--- src/rtl/shift_add_mult_pkg.sv ---
// Shared types and helpers for the sequential shift-and-add multiplier.
package shift_add_mult_pkg;

    typedef enum logic [1:0] {
        IDLE,
        RUN,
        DONE
    } state_t;

    // Wide enough to hold the values 0..n inclusive.
    function automatic int cnt_width(input int n);
        return $clog2(n + 1);
    endfunction

endpackage

--- src/rtl/N_ripple_adder.sv ---
// N-bit unsigned ripple-carry adder; sum[N] is the carry-out.
module N_ripple_adder #(
    parameter int N = 8
) (
    input  logic [N-1:0] a,
    input  logic [N-1:0] b,
    output logic [N:0]   sum
);

    logic [N:0] carry;

    assign carry[0] = 1'b0;

    for (genvar gi = 0; gi < N; gi++) begin : g_fa
        assign sum[gi]      = a[gi] ^ b[gi] ^ carry[gi];
        assign carry[gi+1]  = (a[gi] & b[gi]) | (carry[gi] & (a[gi] ^ b[gi]));
    end

    assign sum[N] = carry[N];

endmodule

--- src/rtl/shift_add_multiplier.sv ---
// Sequential unsigned NxN multiplier: one shared ripple adder, N shift-and-add
// steps per operation, valid/ready handshakes on operands and product.
module shift_add_multiplier
    import shift_add_mult_pkg::*;
#(
    parameter int N = 8
) (
    input  logic           clk,
    input  logic           rst_n,
    input  logic           start_valid,
    output logic           start_ready,
    input  logic [N-1:0]   a_in,
    input  logic [N-1:0]   b_in,
    output logic           done_valid,
    input  logic           done_ready,
    output logic [2*N-1:0] product,
    output logic           busy
);

    localparam int CW = cnt_width(N);

    state_t           state_reg,   state_next;
    logic [N-1:0]     mcand_reg,   mcand_next;
    logic [N-1:0]     mplier_reg,  mplier_next;
    logic [N:0]       acc_reg,     acc_next;
    logic [CW-1:0]    cnt_reg,     cnt_next;
    logic [2*N-1:0]   product_reg, product_next;

    logic [N-1:0]     addend;
    logic [N:0]       sum;

    assign addend = mplier_reg[0] ? mcand_reg : '0;

    N_ripple_adder #(.N(N)) u_adder (
        .a   (acc_reg[N-1:0]),
        .b   (addend),
        .sum (sum)
    );

    always_ff @(posedge clk or negedge rst_n) begin
        if (!rst_n) begin
            state_reg   <= IDLE;
            mcand_reg   <= '0;
            mplier_reg  <= '0;
            acc_reg     <= '0;
            cnt_reg     <= '0;
            product_reg <= '0;
        end else begin
            state_reg   <= state_next;
            mcand_reg   <= mcand_next;
            mplier_reg  <= mplier_next;
            acc_reg     <= acc_next;
            cnt_reg     <= cnt_next;
            product_reg <= product_next;
        end
    end

    always_comb begin
        state_next   = state_reg;
        mcand_next   = mcand_reg;
        mplier_next  = mplier_reg;
        acc_next     = acc_reg;
        cnt_next     = cnt_reg;
        product_next = product_reg;

        case (state_reg)
            IDLE: begin
                if (start_valid) begin
                    mcand_next  = a_in;
                    mplier_next = b_in;
                    acc_next    = '0;
                    cnt_next    = '0;
                    state_next  = RUN;
                end
            end
            RUN: begin
                // Right-shift {sum, mplier}: the adder carry sum[N] lands in the
                // top of acc, sum[0] moves into the low partial product.
                acc_next    = {1'b0, sum[N:1]};
                mplier_next = {sum[0], mplier_reg[N-1:1]};
                cnt_next    = cnt_reg + 1'b1;
                if (cnt_reg == CW'(N - 1)) begin
                    product_next = {sum, mplier_reg[N-1:1]};
                    state_next   = DONE;
                end
            end
            DONE: begin
                if (done_ready) begin
                    state_next = IDLE;
                end
            end
            default: begin
                state_next = IDLE;
            end
        endcase
    end

    assign start_ready = (state_reg == IDLE);
    assign done_valid  = (state_reg == DONE);
    assign busy        = (state_reg != IDLE);
    assign product     = product_reg;

endmodule

--- config.mk ---
export PLATFORM = sky130hd
export DESIGN_NAME = shift_add_multiplier
export DESIGN_NICKNAME = d
export VERILOG_FILES = /design/src/rtl/shift_add_mult_pkg.sv /design/src/rtl/N_ripple_adder.sv /design/src/rtl/shift_add_multiplier.sv
export SDC_FILE = /design/constraint.sdc
export NUM_CORES = 1
export LEC_CHECK = 0
export CAP_MARGIN = 20
export CORE_MARGIN = 2
export CORE_UTILIZATION = 55
export CTS_BUF_LIST = sky130_fd_sc_hd__clkbuf_2
export DETAILED_ROUTE_END_ITERATION = 12
export GPL_TIMING_DRIVEN = 0
export PLACE_DENSITY = 0.82
export SLEW_MARGIN = 20
export SYNTH_ARGS = -nofsm -noshare
export SYNTH_HDL_FRONTEND = slang
export SYNTH_SLANG_ARGS = --single-unit
--- constraint.sdc ---
create_clock -name clk -period 7.3 [get_ports clk]
set_input_delay 2.19 -clock clk [delete_from_list [all_inputs] [get_ports clk]]
set_output_delay 2.19 -clock clk [all_outputs]
set_load 0.05 [all_outputs]
# Word level (Yosys, flattened, before mapping)

Cells that the tools add are included.
W data, S select, Z words.

Output and inout port bits: 19
Register bits after elaboration: 46
Logic and storage cells: 68
Bits of input ports: 20

Mux-type cells: 11
Add/sub/neg operators: 1
Equality and inequality tests: 6
Reductions and logical operators: 7
Bitwise logic cells: 37

Operators with widths:

| cell                  | number |
|---|---|
| $pmux W8 S2           | 2 |
| $mux W8               | 3 |
| $and A1 B1 Y1         | 15 |
| $xor A1 B1 Y1         | 15 |
| $pmux W4 S2           | 1 |
| $or A1 B1 Y1          | 7 |
| $mux W2               | 3 |
| $pmux W2 S3           | 1 |
| $reduce_and A2 Y1     | 3 |
| $add A4 B1 Y4 const B | 1 |
| $eq A4 B3 Y1 const B  | 1 |
| $mux W4               | 1 |
| $ne A2 B2 Y1 const B  | 2 |
| $reduce_bool A2 Y1    | 2 |
| $reduce_and A3 Y1     | 1 |
| $eq A2 B1 Y1 const B  | 1 |
| $eq A2 B2 Y1 const B  | 1 |
| $logic_not A2 Y1      | 1 |
| $ne A2 B1 Y1 const B  | 1 |

# Longest topological paths before layout

Gate-level depths: netlist of the first run.

Depth after elaboration: 17
Mapped depth: 16
Depth with buffers taken out: 15

# Cells and area by module

Synthesis of the first run repeated with hierarchy kept, for this count alone.

Cell total of the unflattened synthesis: 196
Area, all modules: 2178.3 sq um

Modules (own cells, without submodules):

| module               | cells each | seq. area each (sq um) | times used | area an instance (sq um) |
|---|---|---|---|---|
| shift_add_multiplier | 178        | 1151.1                 | 1          | 1988.2 |
| N_ripple_adder       | 18         | 0.0                    | 1          | 190.2 |

# Worst setup path after synthesis of the first run

No wires, ideal clock.

Path kind: register to output
Start: register state_reg[1]
End: output start_ready
Arrival time: 1.180 ns
Cell stages (with the launch flop): 3
Path buffers: 0
Required time: 5.110 ns
Slack: 3.930 ns
Cells stage by stage: dfrtp_1 -> or2_2 -> inv_1

Word-level cells in the longest chain between the ends: 1

Ends and longest elaborated chain:

| what                   | line                       | text |
|---|---|---|
| from (decl)            | shift_add_multiplier.sv:22 | `state_t state_reg, state_next;` |
| from (signal assigned) | shift_add_multiplier.sv:49 | `state_reg <= state_next;` |
| $logic_not A2 Y1       | shift_add_multiplier.sv:98 | `assign start_ready = (state_reg == IDLE);` |
| to (decl)              | shift_add_multiplier.sv:11 | `output logic start_ready,` |

No other way between the ends.

# Worst setup path in the final report of the first run

Ends and elaborated chain as after synthesis.

==> results of run 1 <==
## path summary, 6_finish.rpt
path | slack [ns] | depth (start not counted) | end | startpoint
setup / recovery | 3.05 | 3 | start_ready | state_reg[1]
setup reg to reg | 3.77 | 16 | acc_reg[6] | mplier_reg[0]
hold / removal | 0.50 | 2 | mcand_reg[6] | mcand_reg[6]
hold reg to reg | 0.50 | 2 | mcand_reg[6] | mcand_reg[6]
max in group asynchronous | 5.08 | 2 | mplier_reg[0] | rst_n
min in group asynchronous | 1.72 | 1 | mplier_reg[3] | rst_n
## cell usage in the layout (no fill, tap or decap), drive strengths merged
cell type | netlist | final
xnor2 | 1 | 1
nand2 | 37 | 37
and2 | 4 | 4
inv | 16 | 16
nand3 | 7 | 7
mux2i | 7 | 7
nor2b | 1 | 1
o31ai | 2 | 2
a21o | 2 | 2
dfrtp | 46 | 46
nand2b | 1 | 1
clkdlybuf4s50 | 0 | 37
buf | 5 | 7
nor2 | 9 | 9
mux2 | 11 | 11
o22ai | 8 | 8
and2b | 1 | 1
nor3b | 2 | 2
ha | 2 | 2
o21ai | 6 | 6
or2 | 1 | 1
or3b | 1 | 1
nand4 | 1 | 1
fa | 7 | 7
clkbuf | 7 | 14
nor3 | 9 | 9
## cells by family after synthesis
| family | after synthesis | synth area share [%] |
|---|---|---|
| AND/OR/NAND/NOR | 74 | 16.3 |
| flip-flops | 46 | 54.4 |
| buffers and inverters | 28 | 6.03 |
| AO/OA/AOI/OAI | 18 | 5.20 |
| multiplexers | 18 | 9.87 |
| adder cells (fa/ha/maj) | 9 | 7.80 |
| XOR/XNOR | 1 | 0.414 |
## layout make-up
type	instances	area [µm²]	share of cell area, %
Sequential cell	46	1150	44.0
Multi-Input combinational cell	120	838	32.1
Timing Repair Buffer	39	403	15.4
Buffer	12	67.6	2.58
Inverter	16	60.1	2.30
Tap cell	48	60.1	2.30
Clock buffer	7	35.0	1.34
## synthesized netlist by cell type
master	number	share of area, %
dfrtp_1	46	54
nand2_1	37	6.6
inv_1	16	2.8
nor2_1	9	1.6
nor3_1	8	1.9
o22ai_1	8	2.4
clkbuf_1	7	1.2
fa_1	7	6.6
mux2_2	7	3.7
mux2i_1	7	3.3
nand3_1	7	1.7
o21ai_0	6	1.4
and2_1	4	1.2
mux2_4	4	2.8
buf_2	3	0.71
a21o_1	2	0.71
ha_1	2	1.2
nor3b_1	2	0.71
o31ai_1	2	0.71
and2b_1	1	0.35
buf_6	1	0.53
buf_8	1	0.71
nand2b_1	1	0.30
nand4_1	1	0.30
nor2b_1	1	0.30
nor3_4	1	0.77
or2_2	1	0.30
or3b_2	1	0.41
xnor2_1	1	0.41
## metal layers
layer	routed length (µm)	track usage, %	up-vias
met1	1820	29.7	728
met2	2000	36.0	23
met3	112	4.26	10
met4	102	11.5	0
li1	-	-	722
met5	0	0	-
## power by group through the flow
stage | logic, mW | registers, mW | clock network [mW]
CTS | 0.688 | 0.445 | 0.103
floorplan | 0.352 | 0.579 | 0
global route | 0.756 | 0.462 | 0.117
global placement | 0.667 | 0.445 | 0
finish | 0.682 | 0.444 | 0.102
detailed placement | 0.686 | 0.452 | 0
## worst register-to-register path, cell delays in order (launching register included)
cell and delay [ns]:
dfrtp_1 0.36, clkbuf_1 0.31, and2_1 0.19, ha_1 0.13
inv_1 0.04, fa_1 0.35, inv_1 0.07, fa_1 0.16
inv_1 0.05, fa_1 0.37, fa_1 0.37, inv_1 0.07
fa_1 0.17, fa_1 0.16, inv_1 0.05, fa_1 0.49
o21ai_0 0.08
==> results.toml, run 1 <==
[run_status]
status = "completed"

[placed_design]
placedCellCount = 281
portBuffers = 38
dpl_cell_area_um2 = 2580
dp_slack_ns = 3.42
dp_hpwl_um = 2950
gp_congestion = 0.777

[clock_network]
cts_root_buf = "clkbuf_2"
cts_buffers = 5
ctsResizeCount = 0
cts-hold-fix-buffers = 0
cts_htree_levels = 2
tritoncts = "built"
clock_path_buffers = 2
post_cts.repair.setup_buffers = 0
clk_latency_ns = 0.42
clock_sinks = 46
clk_pin_slew_ns = 0.21

[timing]
relSlewSlack_pct = 63.5
tns_ns = 0
fmax_mhz = 235
hold_viol = 0
layout_setup_ws_ns = 3.05
fin_hold_ws_ns = 0.499
setup_viol = 0
fin_worst_skew_ns = 0.0186
rsz0062_at_grt = "no"
maxSlewViolCount = 0
period_share_pct = 58.3
fin_crit_ns = 4.25
tightest_slew_ns = 0.547

[layout]
largest_register_ffs = 16
stdcell_count = 288
diodes = 0
final_cell_area_um2 = 2620
drive_gt1_share_pct = 11.7
fill_cells = 282
syn2layout_area_growth_pct = 23.5
finalNetCount = 269
final_core_util_pct = 70.9

[setup_path]
cp.arrival_ns = 2.06
path_class = "flop to output pin"
cpPeakStageDelay_ns = 0.79
cpMaxStageDelayCell = "clkdlybuf4s50_1"
critical_path_peak_fanout = 6
cp-end-kind = "output pin"
critPathRequiredTime_ns = 5.11
cp.buffers_inverters = 2
worstPathCellList = "or2_2 > inv_1 > clkdlybuf4s50_1"
cp_top_family = "buffers and inverters"
critical_path.startpoint_type = "flop"

[global_routing]
overflow = 0
grt_max_degree = 25
grt_pass1_wl_um = 7230
track_usage_pct = 22.6
grt_pass1_vias = 1575
antenna_found_initial = 0

[power]
p_sw_mw = 0.558
ir_worst_vdd_mv = 0.203
pwr-share-comb_pct = 55.5
power.density_nw_per_um2 = 470
switching_share_pct = 45.5
intPower_mw = 0.669
clkPwrFrac_pct = 8.3
power_leakage_nw = 1.19
power.total_mw = 1.23
power_frac_seq_pct = 36.2

[routing]
dr.pass1.iters = 4
drcViolationCount = 0
wl_per_cell_um = 14.0
ant_nets = 0
vias = 1483
drtIter0Drc = 62
via_per_inst = 5.15
totalWireLength_um = 4030

[synthesis]
syn_inst = 194
synth_seq_area_share_pct = 54.4
syn_nets = 223
syn_area_per_cell_um2 = 10.9
ys_types = 29
syn_area_um2 = 2120
ys_ff_latch = 46
yosysWarnings = 0

[floorplanning]
dieHeight_um = 66.0
start_util_pct = 57.4
row_count = 22
dieArea_um2 = 4360
coreArea_um2 = 3690
pin_count = 39
die-width_um = 66.0

[run]
max_cap_viol_count = 0

[worst_hold_path]
hold_class = "flop to flop"
No activity file was read; power rests on OpenSTA's default activity.
==> run 2: changes to the inputs <==
--- a/config.mk
+++ b/config.mk
@@ -7,11 +7,11 @@
 export LEC_CHECK = 0
 export CAP_MARGIN = 20
 export CORE_MARGIN = 2
-export CORE_UTILIZATION = 55
+export CORE_UTILIZATION = 54
 export CTS_BUF_LIST = sky130_fd_sc_hd__clkbuf_2
 export DETAILED_ROUTE_END_ITERATION = 12
 export GPL_TIMING_DRIVEN = 0
-export PLACE_DENSITY = 0.82
+export PLACE_DENSITY = 0.81
 export SLEW_MARGIN = 20
 export SYNTH_ARGS = -nofsm -noshare
 export SYNTH_HDL_FRONTEND = slang
==> constraint.sdc (replaced) <==
create_clock -name clk -period 4.31 [get_ports clk]
set_input_delay 1.293 -clock clk [delete_from_list [all_inputs] [get_ports clk]]
set_output_delay 1.293 -clock clk [all_outputs]
set_load 0.05 [all_outputs]
==> run 2 against run 1 <==
  * Cell count grew 0.35%
  * Sequential share of layout area shrank 0.063 points
  * Clock-buffer cell count shrank 1
  * Combinational power grew 69%
  * Sequential cell count is the same
  * Routed wire length is essentially flat
  * Total power grew 69%
  * Global-route usage shrank 0.94 points
  * Hold slack gained 0.0020 ns
  * Sequential power grew 69%
  * Utilization shrank 0.42 points
  * Largest cell class unchanged
==> results.toml, run 2 (synthesis gave the netlist of run 1 again) <==
[run_status]
status = "completed"

[power]
power_leakage_nw = 1.19
power.density_nw_per_um2 = 792
ir_worst_vdd_mv = 0.367

[routing]
wl_per_cell_um = 13.9
dr.pass1.iters = 4
via_per_inst = 5.27
vias = 1522
ant_nets = 0
drcViolationCount = 0
drtIter0Drc = 82
totalWireLength_um = 4030

[clock_network]
tritoncts = "built"
ctsResizeCount = 0
cts-hold-fix-buffers = 0
cts_root_buf = "clkbuf_2"
cts_htree_levels = 2
cts_buffers = 5
clk_latency_ns = 0.42
clock_path_buffers = 2
post_cts.repair.setup_buffers = 0
clock_sinks = 46
clk_pin_slew_ns = 0.21

[floorplanning]
dieHeight_um = 66.6
start_util_pct = 57.0
row_count = 22
coreArea_um2 = 3720
die-width_um = 66.6
pin_count = 39
dieArea_um2 = 4440

[setup_path]
cp-end-kind = "flop"
r2r_slack_ns = 0.75
crit_top_cell = "fa_1"
cpPeakStageDelay_ns = 0.49
reg2reg_depth = 16
path_class = "flop to flop"
worstPathCellList = "clkbuf_1 > and2_1 > ha_1 > inv_1 > fa_1 > inv_1 > fa_1 > inv_1 > fa_1 > fa_1 > inv_1 > fa_1 > fa_1 > inv_1 > fa_1 > o21ai_0"
r2r-end = "acc_reg[6]"
critical_path.startpoint_type = "flop"
cpMaxStageDelayCell = "fa_1"
reg2reg_from = "mplier_reg[0]"
critical_path_peak_fanout = 9
cp.arrival_ns = 3.89
critPathRequiredTime_ns = 4.63

[timing]
fin_crit_ns = 3.56
hold_viol = 0
tns_ns = 0
setup_viol = 0
fmax_mhz = 281
rsz0062_at_grt = "no"
tightest_slew_ns = 0.652
period_share_pct = 82.7
maxSlewViolCount = 0
fin_worst_skew_ns = 0.0164
relSlewSlack_pct = 56.6

[layout]
syn2layout_area_growth_pct = 23.7
drive_gt1_share_pct = 11.6
final_common_cell = "dfrtp_1"
largest_register_ffs = 16
finalNetCount = 269
final_cell_mix = "dfrtp_1, nand2_1, clkdlybuf4s50_1"
stdcell_count = 289
diodes = 0

[worst_hold_path]
worstHoldStart = "mcand_reg[6]"
holdPathEnd = "mcand_reg[6]"
hold_class = "flop to flop"
min_path_cells = 2

[placed_design]
portBuffers = 38
gp_congestion = 0.737
dp_hpwl_um = 2950
placedCellCount = 281

[global_routing]
grt_pass1_vias = 1567
track_usage_pct = 21.7
overflow = 0
antenna_found_initial = 0
grt_pass1_wl_um = 7010
grt_max_degree = 29

[run]
max_cap_viol_count = 0
[run 2: worst max-delay path by stage]
stage	start	end	slack, ns	cells past startpoint
2_1_floorplan	mplier_reg[0]	acc_reg[6]	1.05	16
3_3_place_gp	rst_n	product[5]	0.71	1
3_5_place_dp	mplier_reg[0]	acc_reg[6]	0.77	16
4_1_cts	mplier_reg[0]	acc_reg[6]	0.73	16
5_1_grt	mplier_reg[0]	acc_reg[6]	0.59	16
6_report	mplier_reg[0]	acc_reg[6]	0.75	16
[run 2: metrics by stage]
step,instance area [µm²],setup slack (ns),power [mW],hold slack [ns],utilization [%]
after CTS,2620,0.735,2.09,0.504,70.5
after global placement,2560,0.712,1.88,0.450,68.8
after global routing,2620,0.595,2.25,0.549,70.5
after detailed placement,2580,0.767,1.92,0.457,69.4
final,2620,0.745,2.07,0.501,70.5
after floorplan,2120,1.05,1.58,0.438,-
[run 2: worst max-delay path, delay by kind of cell, from the launching register on]
family,cells,cell delay [ns]
DFF,1,0.37
buffers and inverters,6,0.61
adders and majority gates,8,2.22
AOI/OAI and AO/OA,1,0.08
and+or+nand+nor,1,0.19
[run 2: cell type report]
type,count,area [µm²]
flip-flops and latches,46,1150
fillers,283,1100
multi-input cells,120,838
repair buffers,39,403
plain buffers,12,67.6
inverters,16,60.1
well taps,48,60.1
clock buffers,6,30.0
clock inverters,2,8.76
[run 2: layer usage]
| metal | part of all wire (%) | global-route usage (%) | vias up | wire [µm] |
|---|---|---|---|---|
| li1 | - | - | 721 | - |
| met1 | 45 | 28.9 | 751 | 1800 |
| met2 | 49 | 34.5 | 40 | 1980 |
| met3 | 3.8 | 3.72 | 10 | 154 |
| met4 | 2.4 | 10.5 | 0 | 95 |
| met5 | 0 | 0 | - | 0 |
[run 2: report_power, final]
group	leakage [nW]	internal (mW)	switching, mW	total, mW
sequential	0.566	0.633	0.119	0.752
clock	0.0304	0.0399	0.133	0.173
combinational	0.596	0.459	0.691	1.15
==> run 3: changes to the inputs <==
==> constraint.sdc (replaced) <==
create_clock -name clk -period 3.3 [get_ports clk]
set_input_delay 0.99 -clock clk [delete_from_list [all_inputs] [get_ports clk]]
set_output_delay 0.99 -clock clk [all_outputs]
set_load 0.05 [all_outputs]
==> run 3 against run 2 <==
  * Maximum frequency rose by 12%
  * First-iteration DRC count fell by 8.5%
  * Sequential power up 31%
  * Cell count is the same
  * Highest routed layer unchanged
==> results.toml, run 3 (synthesis gave the netlist of run 1 again) <==
[setup_path]
cp.buffers_inverters = 5
critical_path_peak_fanout = 2
cp.arrival_ns = 3.56
r2r-end = "product[14]"
path_class = "flop to flop"
critPathRequiredTime_ns = 3.67
reg2reg_depth = 15
critical_path.startpoint_type = "flop"
cp_top_family = "adder cells"
crit_top_cell = "fa_2"
reg2reg_from = "mplier_reg[0]"
r2r_slack_ns = 0.11
cp-end-kind = "flop"
cpMaxStageDelayCell = "dfrtp_2"
cpPeakStageDelay_ns = 0.45
worstPathCellList = "and2_1 > ha_2 > inv_1 > fa_2 > inv_1 > fa_2 > inv_2 > fa_2 > fa_2 > inv_1 > fa_2 > fa_2 > inv_2 > fa_1 > mux2i_1"

[clock_network]
clock_path_buffers = 2
cts_root_buf = "clkbuf_2"
cts_buffers = 5
clock_sinks = 46
clk_latency_ns = 0.43
clk_pin_slew_ns = 0.22
cts_htree_levels = 2
tritoncts = "built"

[power]
ir_worst_vdd_mv = 0.478
power_leakage_nw = 1.19
power.total_mw = 2.74
power.density_nw_per_um2 = 1040

[global_routing]
grt_pass1_vias = 1567
grt_pass1_wl_um = 7010
overflow = 0
grt_max_degree = 29
antenna_found_initial = 0
track_usage_pct = 21.7

[routing]
drtIter0Drc = 75
vias = 1513
ant_nets = 0
dr.pass1.iters = 4
drcViolationCount = 0
via_per_inst = 5.24
totalWireLength_um = 4040
wl_per_cell_um = 14.0

[timing]
fin_crit_ns = 3.19
setup_viol = 0
period_share_pct = 96.6
maxSlewViolCount = 0
tightest_slew_ns = 0.652
fmax_mhz = 314
hold_viol = 0
relSlewSlack_pct = 56.6
fin_worst_skew_ns = 0.0230

[floorplanning]
row_count = 22
die-width_um = 66.6
pin_count = 39
start_util_pct = 57.0
dieArea_um2 = 4440
dieHeight_um = 66.6
coreArea_um2 = 3720

[layout]
syn2layout_area_growth_pct = 24.8
drive_gt1_share_pct = 16.2
largest_register_ffs = 16
final_common_cell = "dfrtp_1"
diodes = 0
finalNetCount = 269
final_core_util_pct = 71.1
final_cell_mix = "dfrtp_1, nand2_1, clkdlybuf4s50_1"

[placed_design]
portBuffers = 38
gp_congestion = 0.737
dp_hpwl_um = 2950

[worst_hold_path]
hold_class = "flop to flop"
worstHoldStart = "mcand_reg[6]"
min_path_cells = 2
holdPathEnd = "mcand_reg[6]"

[run_status]
status = "completed"

[run]
max_cap_viol_count = 0
==> run 3: cell types whose count changed in the layout (fill, tap and decap cells not counted), sizes merged <==
cell    before  now
clkbuf      13   12
buf          7    8
==> run 3: layout make-up <==
type | instances | area, µm²
fill | 279 | 1070
clock buffer | 6 | 30.0
buffer | 11 | 63.8
sequential | 46 | 1150
tap | 48 | 60.1
timing repair buffer | 40 | 410
multi-input combinational | 120 | 856
inverter | 16 | 60.1
clock inverter | 2 | 8.76
==> run 3: power by group <==
part	internal, mW	total, mW	switching (mW)	leakage, nW
clock network	0.0520	0.228	0.176	0.0304
logic	0.620	1.53	0.910	0.593
registers	0.827	0.986	0.159	0.565
==> run 3: how the worst max path moves through the flow <==
stage	from	to	slack, ns	depth (start not counted)
final	mplier_reg[0]	product[14]	0.11	15
after global routing	mplier_reg[0]	product[14]	-0.0009	15
after CTS	mplier_reg[0]	product[14]	0.02	15
after detailed placement	mplier_reg[0]	acc_reg[6]	-0.24	16
after global placement	mplier_reg[0]	acc_reg[6]	-0.20	16
after floorplan	mplier_reg[0]	acc_reg[6]	0.04	16
==> run 3: per-layer routing <==
| layer | share of wire (%) | track usage, % | wire (µm) | vias up |
|---|---|---|---|---|
| li1 | - | - | - | 723 |
| met1 | 45 | 29.2 | 1820 | 744 |
| met2 | 48 | 34.1 | 1950 | 36 |
| met3 | 4.6 | 3.72 | 184 | 10 |
| met4 | 2.4 | 10.5 | 95 | 0 |
| met5 | 0 | 0 | 0 | - |
==> run 3: timing repair <==
item,4_1_cts,5_1_grt
hold buffers,0,0
endpoints found under the setup margin,7,2
resized for setup,2,9
buffers inserted,1,0
pin swaps,0,2
==> run 3: worst register-to-register path, delay by kind of cell (launching register included) <==
family                   cells  cell delay [ns]
buffers and inverters        5             0.29
adder cells (fa/ha/maj)      8             2.12
AND/OR/NAND/NOR              1             0.14
flip-flops                   1             0.45
multiplexers                 1             0.14
==> run 3: per-stage QoR <==
stage	setup TNS, ns	cell area (µm²)	cells	setup slack, ns	hold slack (ns)
after floorplan	0	2120	194	0.0422	0.438
after global placement	-0.641	2560	280	-0.195	0.450
after detailed placement	-0.931	2580	281	-0.243	0.457
after CTS	0	2620	289	0.0156	0.504
after global routing	-0.000937	2640	289	-0.000937	0.549
final	0	2640	289	0.114	0.499
